==> src/rtl/link_activity_monitor.sv <==
// link_activity_monitor: debounced link state, frame pulses/counters and blink for the port LED driver
module link_activity_monitor #(
    parameter int BLINK_HALF_PERIOD = 7812500,
    parameter int LINK_DEBOUNCE     = 1024,
    parameter int CNT_WIDTH         = 32
) (
    input  logic                 clk,
    input  logic                 reset,
    input  logic                 link_status_raw,
    input  logic                 tx_tvalid,
    input  logic                 tx_tready,
    input  logic                 tx_tlast,
    input  logic                 rx_tvalid,
    input  logic                 rx_tready,
    input  logic                 rx_tlast,
    input  logic                 rx_tuser,
    input  logic                 count_clear,
    output logic                 has_link,
    output logic                 on_frame_sent,
    output logic                 on_frame_received,
    output logic                 blink,
    output logic [CNT_WIDTH-1:0] tx_frame_count,
    output logic [CNT_WIDTH-1:0] rx_frame_count,
    output logic [CNT_WIDTH-1:0] rx_err_count
);
    localparam int DW = LINK_DEBOUNCE > 1 ? $clog2(LINK_DEBOUNCE) : 1;
    localparam int BW = $clog2(BLINK_HALF_PERIOD);
    localparam logic [DW-1:0] D_MAX = DW'(LINK_DEBOUNCE - 1);
    localparam logic [BW-1:0] B_MAX = BW'(BLINK_HALF_PERIOD - 1);

    typedef enum logic {DOWN, UP} state_t;

    state_t        state, state_nxt;
    logic [1:0]    sync;
    logic          link_sync;
    logic          mismatch;
    logic [DW-1:0] dcnt, dcnt_nxt;
    logic [BW-1:0] bcnt;
    logic          tx_end, rx_end, rx_bad;

    assign link_sync = sync[1];
    assign has_link  = state == UP;
    assign mismatch  = link_sync != has_link;
    assign tx_end    = tx_tvalid & tx_tready & tx_tlast;
    assign rx_end    = rx_tvalid & rx_tready & rx_tlast;
    assign rx_bad    = rx_end & rx_tuser;

    always_ff @(posedge clk) begin
        if (reset) begin
            sync  <= '0;
            state <= DOWN;
            dcnt  <= '0;
        end else begin
            sync  <= {sync[0], link_status_raw};
            state <= state_nxt;
            dcnt  <= dcnt_nxt;
        end
    end

    // a mismatch must survive LINK_DEBOUNCE consecutive cycles before the state flips
    always_comb begin
        state_nxt = (mismatch && dcnt == D_MAX) ? (state == UP ? DOWN : UP) : state;
        dcnt_nxt  = (mismatch && dcnt != D_MAX) ? dcnt + 1'b1 : '0;
    end

    always_ff @(posedge clk) begin
        if (reset) begin
            bcnt  <= '0;
            blink <= 1'b0;
        end else if (bcnt == B_MAX) begin
            bcnt  <= '0;
            blink <= ~blink;
        end else begin
            bcnt <= bcnt + 1'b1;
        end
    end

    always_ff @(posedge clk) begin
        if (reset) begin
            on_frame_sent     <= 1'b0;
            on_frame_received <= 1'b0;
        end else begin
            on_frame_sent     <= tx_end;
            on_frame_received <= rx_end;
        end
    end

    always_ff @(posedge clk) begin
        if (reset || count_clear) begin
            tx_frame_count <= '0;
            rx_frame_count <= '0;
            rx_err_count   <= '0;
        end else begin
            tx_frame_count <= tx_frame_count + CNT_WIDTH'(tx_end);
            rx_frame_count <= rx_frame_count + CNT_WIDTH'(rx_end);
            rx_err_count   <= rx_err_count + CNT_WIDTH'(rx_bad);
        end
    end
endmodule

==> config.mk <==
export PLATFORM = sky130hd
export DESIGN_NAME = link_activity_monitor
export DESIGN_NICKNAME = d
export VERILOG_FILES = /design/src/rtl/link_activity_monitor.sv
export SDC_FILE = /design/constraint.sdc
export NUM_CORES = 1
export LEC_CHECK = 0
export ABC_AREA = 1
export CORE_UTILIZATION = 48
export CTS_CLUSTER_DIAMETER = 30
export DETAILED_ROUTE_END_ITERATION = 10
export PLACE_DENSITY = 0.77
export SLEW_MARGIN = 20
export SYNTH_ARGS = -nofsm -noshare
export SYNTH_HDL_FRONTEND = slang
export SYNTH_SLANG_ARGS = --single-unit
==> constraint.sdc <==
create_clock -name clk -period 3 [get_ports clk]
set_input_delay 0.45 -clock clk [delete_from_list [all_inputs] [get_ports clk]]
set_output_delay 0.45 -clock clk [all_outputs]
set_load 0.05 [all_outputs]
==> flow_metrics.env, run 1 <==
export IMPL_fin_setup_tns_ns=0
export IMPL_ant_nets=0
export IMPL_post_route_period_util_pct=72.6
export IMPL_clock_sinks=135
export IMPL_gp_congestion=0.925
export IMPL_place_area_um2=8060
export IMPL_syn_nets=1029
export IMPL_fin_util_pct=62.9
export IMPL_design_area_um2=8700
export IMPL_crit_type="reg2out"
export IMPL_min_to="sync[1]"
export IMPL_gr_usage_all_layers_pct=23.2
export IMPL_rr_worst_depth=9
export IMPL_power_density_nw_per_um2=478
export IMPL_min_from="sync[0]"
export IMPL_grt_pass1_vias=5859
export IMPL_core_um2=13800
export IMPL_timing_rr_start="tx_frame_count[0]"
export IMPL_cp_end_kind="primary output"
export IMPL_holdCritPathClass="reg2reg"
export IMPL_grt_pass1_wl_um=27100
export IMPL_ys_ff_latch=135
export IMPL_synth_cell_area_um2=6780
export IMPL_path_buf_inv=1
export IMPL_path_depth=1
export IMPL_layout_drive_gt1_share_pct=7.79
export IMPL_die_h_um=121
export IMPL_final_cell_mix="nand2_1, nor2_1, dfxtp_1, clkdlybuf4s50_1, inv_1"
export IMPL_crit_chain="clkdlybuf4s50_1"
export IMPL_grt_max_degree=66
export IMPL_final_nets=1149
export IMPL_viasPerCell=4.98
export IMPL_slowest_stage="clkdlybuf4s50_1"
export IMPL_ys_warn_count=0
export IMPL_post_cts_buffers=0
export IMPL_vias=6588
export IMPL_rr_endpoint="tx_frame_count[26]"
export IMPL_cts_buffer_depth=2
export IMPL_status="completed"
export IMPL_relSlewSlack_pct=53.8
export IMPL_start_util_pct=49.1
export IMPL_drcViolationCount=0
export IMPL_syn_to_final_growth_pct=28.3
export IMPL_cp_slowest_stage_delay_ns=0.85
export IMPL_fp_row_count=43
export IMPL_drv_slew=0
export IMPL_cts_resized=0
export IMPL_cp_max_fo=6
export IMPL_r2r_setup_slack_ns=1.33
export IMPL_antenna_cells=0
export IMPL_routed_wl_um=16300
export IMPL_postSynthAreaPerCell_um2=6.72
export IMPL_cts_hold_fix_buffers=0
export IMPL_clk_pin_slew_ns=0.06
export IMPL_htreeDepth=4
export IMPL_hold_viol_final=0
export IMPL_cts_buffers=17
export IMPL_fill_cells=1257
export IMPL_tritoncts="done"
export IMPL_fin_crit_ns=2.18
export IMPL_max_freq_mhz=459
export IMPL_crit_family="buffers and inverters"
export IMPL_setup_ws_ns=0.821
export IMPL_dpl_hpwl_um=11600
export IMPL_leakage_uw=0.00290
export IMPL_setup_violations=0
export IMPL_die_x_um=121
export IMPL_overflow=0
export IMPL_tightestPinTransition_ns=0.694
export IMPL_ios=111
export IMPL_wl_per_cell_um=12.3
export IMPL_root_buffer="clkbuf_16"
export IMPL_min_path_cells=2
export IMPL_ys_seq_area_share_pct=39.8
export IMPL_drt_pass1_iter_count=5
export IMPL_syn_inst=1010
export IMPL_numPortBuffers=110
export IMPL_antenna_found_initial=0
export IMPL_post_place_ws_ns=0.461
export IMPL_ir_drop_v=0.000378
export IMPL_clock_skew_ns=0.00537
export IMPL_layout_commonest_cell="nand2_1"
export IMPL_dr_first_iter_drc_count=476
export IMPL_cp_required_ns=2.55
export IMPL_synth_distinct_cells=32
export IMPL_maxCapViolCount=0
export IMPL_rsz0062_at_grt="false"
export IMPL_clock_latency_ns=0.42
export IMPL_worst_endpoint_arrival_ns=1.73
export IMPL_start_kind="flip-flop"
export IMPL_fp_dieArea_um2=14600
-- registers in the layout (all words and copies together), names as in the netlist --
signal	flops
rx_err_count	32
rx_frame_count	32
tx_frame_count	32
bcnt	23
dcnt	10
sync	2
blink	1
has_link	1
on_frame_received	1
on_frame_sent	1
-- kinds of logic after synthesis --
family	after synthesis	share of synthesized area (%)
and+or+nand+nor	618	40.0
adders and majority gates	8	1.48
buffers and inverters	110	6.49
AOI/OAI and AO/OA	109	8.26
xor gates and xnor gates	30	3.87
DFF	135	39.8
-- layout make-up --
type	instances	area, µm²	area share, %
Clock inverter	11	170	1.96
Timing Repair Buffer	112	1120	12.8
Multi-Input combinational cell	765	3650	41.9
Clock buffer	21	470	5.41
Sequential cell	135	2700	31.1
Inverter	99	372	4.27
Tap cell	180	225	2.59
-- worst max path at each step --
stage,startpoint,slack (ns),endpoint
2_1_floorplan,rx_err_count[0],1.10,rx_err_count[18]
3_3_place_gp,tx_tready,0.52,tx_frame_count[18]
3_5_place_dp,rx_tlast,0.46,rx_err_count[18]
4_1_cts,rx_err_count[18],0.81,rx_err_count[18]
5_1_grt,tx_tready,0.71,tx_frame_count[26]
6_report,rx_err_count[18],0.82,rx_err_count[18]
-- report_power, final --
group          internal, µW  total (µW)  leakage, µW  switching [µW]
clock                  1460        2260     0.000306             800
sequential             1800        1800      0.00109            3.99
combinational          35.9        96.8      0.00150            60.9
total                  3290        4160      0.00290             865
-- layer usage --
layer,wire length [µm],GRT usage (%)
met1,7640,29.9
met2,7540,37.6
met3,872,6.20
met4,222,7.25
met5,0,0
-- Yosys cell counts, drive strengths merged --
cell	count	share of area (%)
nand3	80	6.3
a21oi	81	6.0
ha	8	1.5
o21a	4	0.44
clkbuf	3	0.17
or2	5	0.46
o21bai	2	0.22
nand4	6	0.55
nor3	5	0.37
nor3b	1	0.11
nor2	267	18
buf	8	0.85
xor2	17	2.2
inv	99	5.5
nor4	1	0.092
xnor2	13	1.7
and2	1	0.092
dfxtp	135	40
nand2	252	15
o21ai	22	1.6
-- metrics by stage --
step / cells / total power [µW] / hold WS, ns
detailed placement: 1291 / 1940 / 0.404
CTS: 1323 / 4180 / 0.413
finish: 1323 / 4160 / 0.414
floorplan: 1010 / 1910 / 0.388
global route: 1323 / 4270 / 0.443
global placement: 1291 / 1940 / 0.395
No activity file was read; power rests on OpenSTA's default activity.
==> run 2: changes to the inputs <==
==> constraint.sdc (replaced) <==
create_clock -name clk -period 2.1 [get_ports clk]
set_input_delay 0.315 -clock clk [delete_from_list [all_inputs] [get_ports clk]]
set_output_delay 0.315 -clock clk [all_outputs]
set_load 0.05 [all_outputs]
==> run 2 against run 1 <==
  * Sequential power rose by 43%
  * Die area is the same
  * Wire length is 1.1% higher
  * Clock power is 46% higher
  * Sequential share of layout area down 0.63 points
  * Non-clock buffer count grew 17
  * Count of clock-buffer cells in the layout grew 3
  * Setup slack got worse by 0.75 ns
  * Core utilization up 1.3 points
  * Total power increased by 45%
  * Global-route usage up 0.30 points
  * Combinational power grew 53%
==> flow_metrics.env, run 2 (synthesized netlist as in run 1, its figures left out) <==
export IMPL_status="completed"
export IMPL_cts_hold_fix_buffers=0
export IMPL_clock_skew_ns=0.00719
export IMPL_clk_pin_slew_ns=0.06
export IMPL_syn_to_final_growth_pct=31.0
export IMPL_crit_family="buffers and inverters"
export IMPL_dr_wl_met3_um=985
export IMPL_dr_first_iter_drc_count=472
export IMPL_fp_dieArea_um2=14600
export IMPL_layout_commonest_cell="nand2_1"
export IMPL_vias=6601
export IMPL_tritoncts="done"
export IMPL_clock_latency_ns=0.42
export IMPL_slowest_stage="clkdlybuf4s50_1"
export IMPL_antenna_cells=0
export IMPL_power_density_nw_per_um2=680
export IMPL_grt_pass1_wl_um=27100
export IMPL_worst_endpoint_arrival_ns=1.72
export IMPL_root_buffer="clkbuf_16"
export IMPL_path_buf_inv=1
export IMPL_ant_nets=0
export IMPL_top_regs="rx_err_count (32), rx_frame_count (32), tx_frame_count (32)"
export IMPL_tightestPinTransition_ns=0.553
export IMPL_wl_per_cell_um=12.3
export IMPL_ios=111
export IMPL_placed_cells=1308
export IMPL_clock_sinks=135
export IMPL_gr_usage_all_layers_pct=23.5
export IMPL_drt_pass1_iter_count=5
export IMPL_antenna_found_initial=0
export IMPL_cp_required_ns=1.78
export IMPL_final_cell_mix="nand2_1, nor2_1, dfxtp_1, clkdlybuf4s50_1, inv_1"
export IMPL_crit_chain="clkdlybuf4s50_1"
export IMPL_finalNonFillerCells=1339
export IMPL_numPortBuffers=110
export IMPL_wl_met1_um=7570
export IMPL_dr_max_layer_used="met4"
export IMPL_relSlewSlack_pct=63.0
export IMPL_dpl_hpwl_um=11800
export IMPL_setup_violations=0
export IMPL_rsz0062_at_grt="true"
export IMPL_drcViolationCount=0
export IMPL_crit_type="reg2out"
export IMPL_leakage_uw=0.00301
export IMPL_cp_max_fo=6
export IMPL_holdCritPathClass="reg2reg"
export IMPL_final_nets=1166
export IMPL_fp_row_count=43
export IMPL_start_kind="flip-flop"
export IMPL_overflow=0
export IMPL_die_h_um=121
export IMPL_cts_buffer_depth=2
export IMPL_drv_slew=0
export IMPL_gp_congestion=0.911
export IMPL_cts_buffers=17
export IMPL_grt_max_degree=40
export IMPL_fin_crit_ns=2.03
export IMPL_met2_length_um=7670
export IMPL_htreeDepth=4
export IMPL_grt_pass1_vias=5885
export IMPL_ir_drop_v=0.000590
export IMPL_cp_slowest_stage_delay_ns=0.85
export IMPL_maxCapViolCount=0
export IMPL_p_total_uw=6040
export IMPL_post_route_period_util_pct=96.7
export IMPL_layout_drive_gt1_share_pct=9.15
export IMPL_core_um2=13800
export IMPL_routed_wl_um=16400
export IMPL_max_freq_mhz=493
export IMPL_die_x_um=121
export IMPL_hold_viol_final=0
export IMPL_cp_end_kind="primary output"
export IMPL_start_util_pct=49.1
export IMPL_viasPerCell=4.93
[run 2: changes by cell type in the layout (fill, tap and decap cells not counted), sizes merged]
cell / previous run / this run
dlymetal6s2s: 0 / 1
inv: 100 / 99
clkbuf: 21 / 24
clkdlybuf4s50: 110 / 109
buf: 2 / 19
bufinv: 4 / 5
clkinvlp: 3 / 2
clkinv: 3 / 0
[run 2: power by group]
part           internal, µW  switching [µW]
sequential             2570            5.80
combinational          58.6            88.9
clock                  2230            1080
total                  4860            1180
[run 2: worst paths after layout]
kind	from	end	slack, ns	cells after the start
setup / recovery	rx_frame_count[3]	rx_frame_count[3]	0.07	1
hold / removal	sync[0]	sync[1]	0.41	2
setup reg to reg	tx_frame_count[0]	tx_frame_count[18]	0.49	9
hold reg to reg	sync[0]	sync[1]	0.41	2
[run 2: area by class of cell]
class	count	area [µm²]
tap	180	225
clock inverter	7	165
clock buffer	24	492
multi-input combinational	765	3650
timing repair buffer	129	1270
inverter	99	372
sequential	135	2700
fill	1231	4940
[run 2: metrics by stage]
stage	utilization [%]	setup TNS, ns	cell area [µm²]	setup WS (ns)	hold slack, ns
floorplan	-	0	6780	0.202	0.386
global placement	59.4	-7.44	8220	-0.238	0.404
detailed placement	59.4	-10.02	8220	-0.267	0.403
CTS	64.2	0	8870	0.0397	0.402
global route	64.2	-0.0131	8880	-0.00973	0.419
finish	64.2	0	8880	0.0696	0.414
[run 2: worst register-to-register path: stages, from the launching register on]
cell     delay (ns)
dfxtp_1        0.33
ha_1           0.17
ha_1           0.17
nand2_1        0.08
nor2_1         0.16
nand2_2        0.14
nor2_2         0.21
nand3_1        0.10
nand2_1        0.09
nor2_1         0.04
[run 2: metal layers]
layer,track usage [%],vias up
li1,-,3465
met1,29.7,2921
met2,38.4,189
met3,6.16,26
met4,8.56,0
met5,0,-
[run 2: timing repair]
item                                    in CTS  in global routing
buffers inserted                             0                  0
endpoints found under the setup margin       0                  8
gates resized for setup                      0                  4
==> run 3: changes to the inputs <==
--- a/config.mk
+++ b/config.mk
@@ -6,10 +6,11 @@
 export NUM_CORES = 1
 export LEC_CHECK = 0
 export ABC_AREA = 1
-export CORE_UTILIZATION = 48
+export CORE_UTILIZATION = 50
 export CTS_CLUSTER_DIAMETER = 30
 export DETAILED_ROUTE_END_ITERATION = 10
-export PLACE_DENSITY = 0.77
+export HOLD_SLACK_MARGIN = 0.12
+export PLACE_DENSITY = 0.8
 export SLEW_MARGIN = 20
 export SYNTH_ARGS = -nofsm -noshare
 export SYNTH_HDL_FRONTEND = slang
==> run 3 against run 2 <==
  * Clock power hardly changed
  * Combinational power is essentially flat
  * Wire length grew 2.2%
  * Design area about the same
  * Die area is 3.9% lower
  * Critical path depth is the same
  * Global-route usage up 1.4 points
  * Count of clock-buffer cells in the layout decreased by 2
  * Largest power group unchanged
==> flow_metrics.env, run 3 (synthesized netlist as in run 1, its figures left out) <==
export IMPL_hold_viol_final=0
export IMPL_setup_violations=0
export IMPL_gr_usage_all_layers_pct=24.9
export IMPL_drv_slew=0
export IMPL_ant_nets=0
export IMPL_grt_pass1_vias=6224
export IMPL_relSlewSlack_pct=62.9
export IMPL_final_cell_mix="nand2_1, nor2_1, dfxtp_1, clkdlybuf4s50_1, inv_1"
export IMPL_clock_skew_ns=0.0110
export IMPL_fin_setup_tns_ns=0
export IMPL_tritoncts="done"
export IMPL_ios=111
export IMPL_dr_first_iter_drc_count=469
export IMPL_setup_ws_ns=0.0272
export IMPL_fp_row_count=42
export IMPL_vias=6755
export IMPL_crit_family="buffers and inverters"
export IMPL_die_h_um=118
export IMPL_post_place_ws_ns=-0.297
export IMPL_routed_wl_um=16800
export IMPL_start_kind="flip-flop"
export IMPL_viasPerCell=5.04
export IMPL_antenna_cells=0
export IMPL_post_route_period_util_pct=98.7
export IMPL_cts_hold_fix_buffers=0
export IMPL_ir_drop_v=0.000543
export IMPL_drcViolationCount=0
export IMPL_whs_ns=0.413
export IMPL_placed_cells=1308
export IMPL_finalNonFillerCells=1340
export IMPL_tightestPinTransition_ns=0.555
export IMPL_layout_commonest_cell="nand2_1"
export IMPL_status="completed"
export IMPL_numPortBuffers=110
export IMPL_clock_sinks=135
export IMPL_fp_dieArea_um2=14000
export IMPL_grt_max_degree=41
export IMPL_holdCritPathClass="in2reg"
export IMPL_maxCapViolCount=0
export IMPL_post_cts_buffers=0
export IMPL_cp_required_ns=1.78
export IMPL_gp_congestion=0.920
export IMPL_htreeDepth=4
export IMPL_cts_buffer_depth=2
export IMPL_fin_crit_ns=2.07
export IMPL_dpl_hpwl_um=11800
export IMPL_slowest_stage="clkdlybuf4s50_1"
export IMPL_rsz0062_at_grt="true"
export IMPL_crit_chain="clkdlybuf4s50_1"
export IMPL_crit_type="reg2out"
export IMPL_clock_latency_ns=0.43
export IMPL_final_nets=1170
export IMPL_clk_pin_slew_ns=0.06
export IMPL_path_buf_inv=1
export IMPL_root_buffer="clkbuf_16"
export IMPL_worst_endpoint_arrival_ns=1.76
export IMPL_wl_per_cell_um=12.5
export IMPL_leakage_uw=0.00301
export IMPL_max_freq_mhz=482
export IMPL_cp_slowest_stage_delay_ns=0.86
export IMPL_drt_pass1_iter_count=5
export IMPL_start_util_pct=51.2
export IMPL_p_total_uw=6030
export IMPL_core_um2=13200
export IMPL_cp_end_kind="primary output"
export IMPL_cp_max_fo=6
export IMPL_antenna_found_initial=0
export IMPL_cts_buffers=17
export IMPL_layout_drive_gt1_share_pct=9.62
export IMPL_overflow=0
export IMPL_syn_to_final_growth_pct=31.1
export IMPL_die_x_um=118
export IMPL_grt_pass1_wl_um=28400
export IMPL_top_regs="rx_err_count (32), rx_frame_count (32), tx_frame_count (32)"
export IMPL_power_density_nw_per_um2=678
## run 3: changes by cell type in the layout (fill, tap and decap cells not counted), sizes merged
cell / previous run / this run
buf: 19 / 23
clkbuf: 24 / 22
clkinv: 0 / 2
bufinv: 5 / 4
clkdlybuf4s50: 109 / 110
clkinvlp: 2 / 3
dlymetal6s2s: 1 / 0
inv: 99 / 100
## run 3: per-stage QoR
step | area (µm²) | utilization [%]
6_report | 8890 | 67.1
5_1_grt | 8890 | 67.1
4_1_cts | 8890 | 67.1
3_5_place_dp | 8230 | 62.1
3_3_place_gp | 8230 | 62.1
2_1_floorplan | 6780 | -
## run 3: routing by layer
layer	routed length (µm)	track usage [%]	vias to the layer above
li1	-	-	3470
met3	894	5.79	24
met4	213	8.39	0
met5	0	0	-
met1	7490	30.1	3072
met2	8210	43.4	189
## run 3: what timing repair did
item                                    CTS  global route
gates resized for setup                   0             1
endpoints found under the setup margin    0             7
endpoints found under the hold margin     0             0
## run 3: final timing paths
check,start,end,slack (ns),depth (start not counted)
max reg2reg,rx_frame_count[0],rx_frame_count[26],0.49,9
min,link_status_raw,sync[0],0.41,3
min reg2reg,sync[0],sync[1],0.42,2
max,tx_frame_count[18],tx_frame_count[18],0.03,1
## run 3: layout make-up
class,count,area (µm²)
timing repair buffer,133,1290
fill,1154,4350
inverter,99,372
clock buffer,22,494
clock inverter,10,165
multi-input combinational,765,3650
sequential,135,2700
tap,176,220
## run 3: report_power, final
part | internal, µW | switching (µW)
combinational | 60.7 | 90.2
sequential | 2570 | 6.05
clock | 2150 | 1150
total | 4780 | 1250
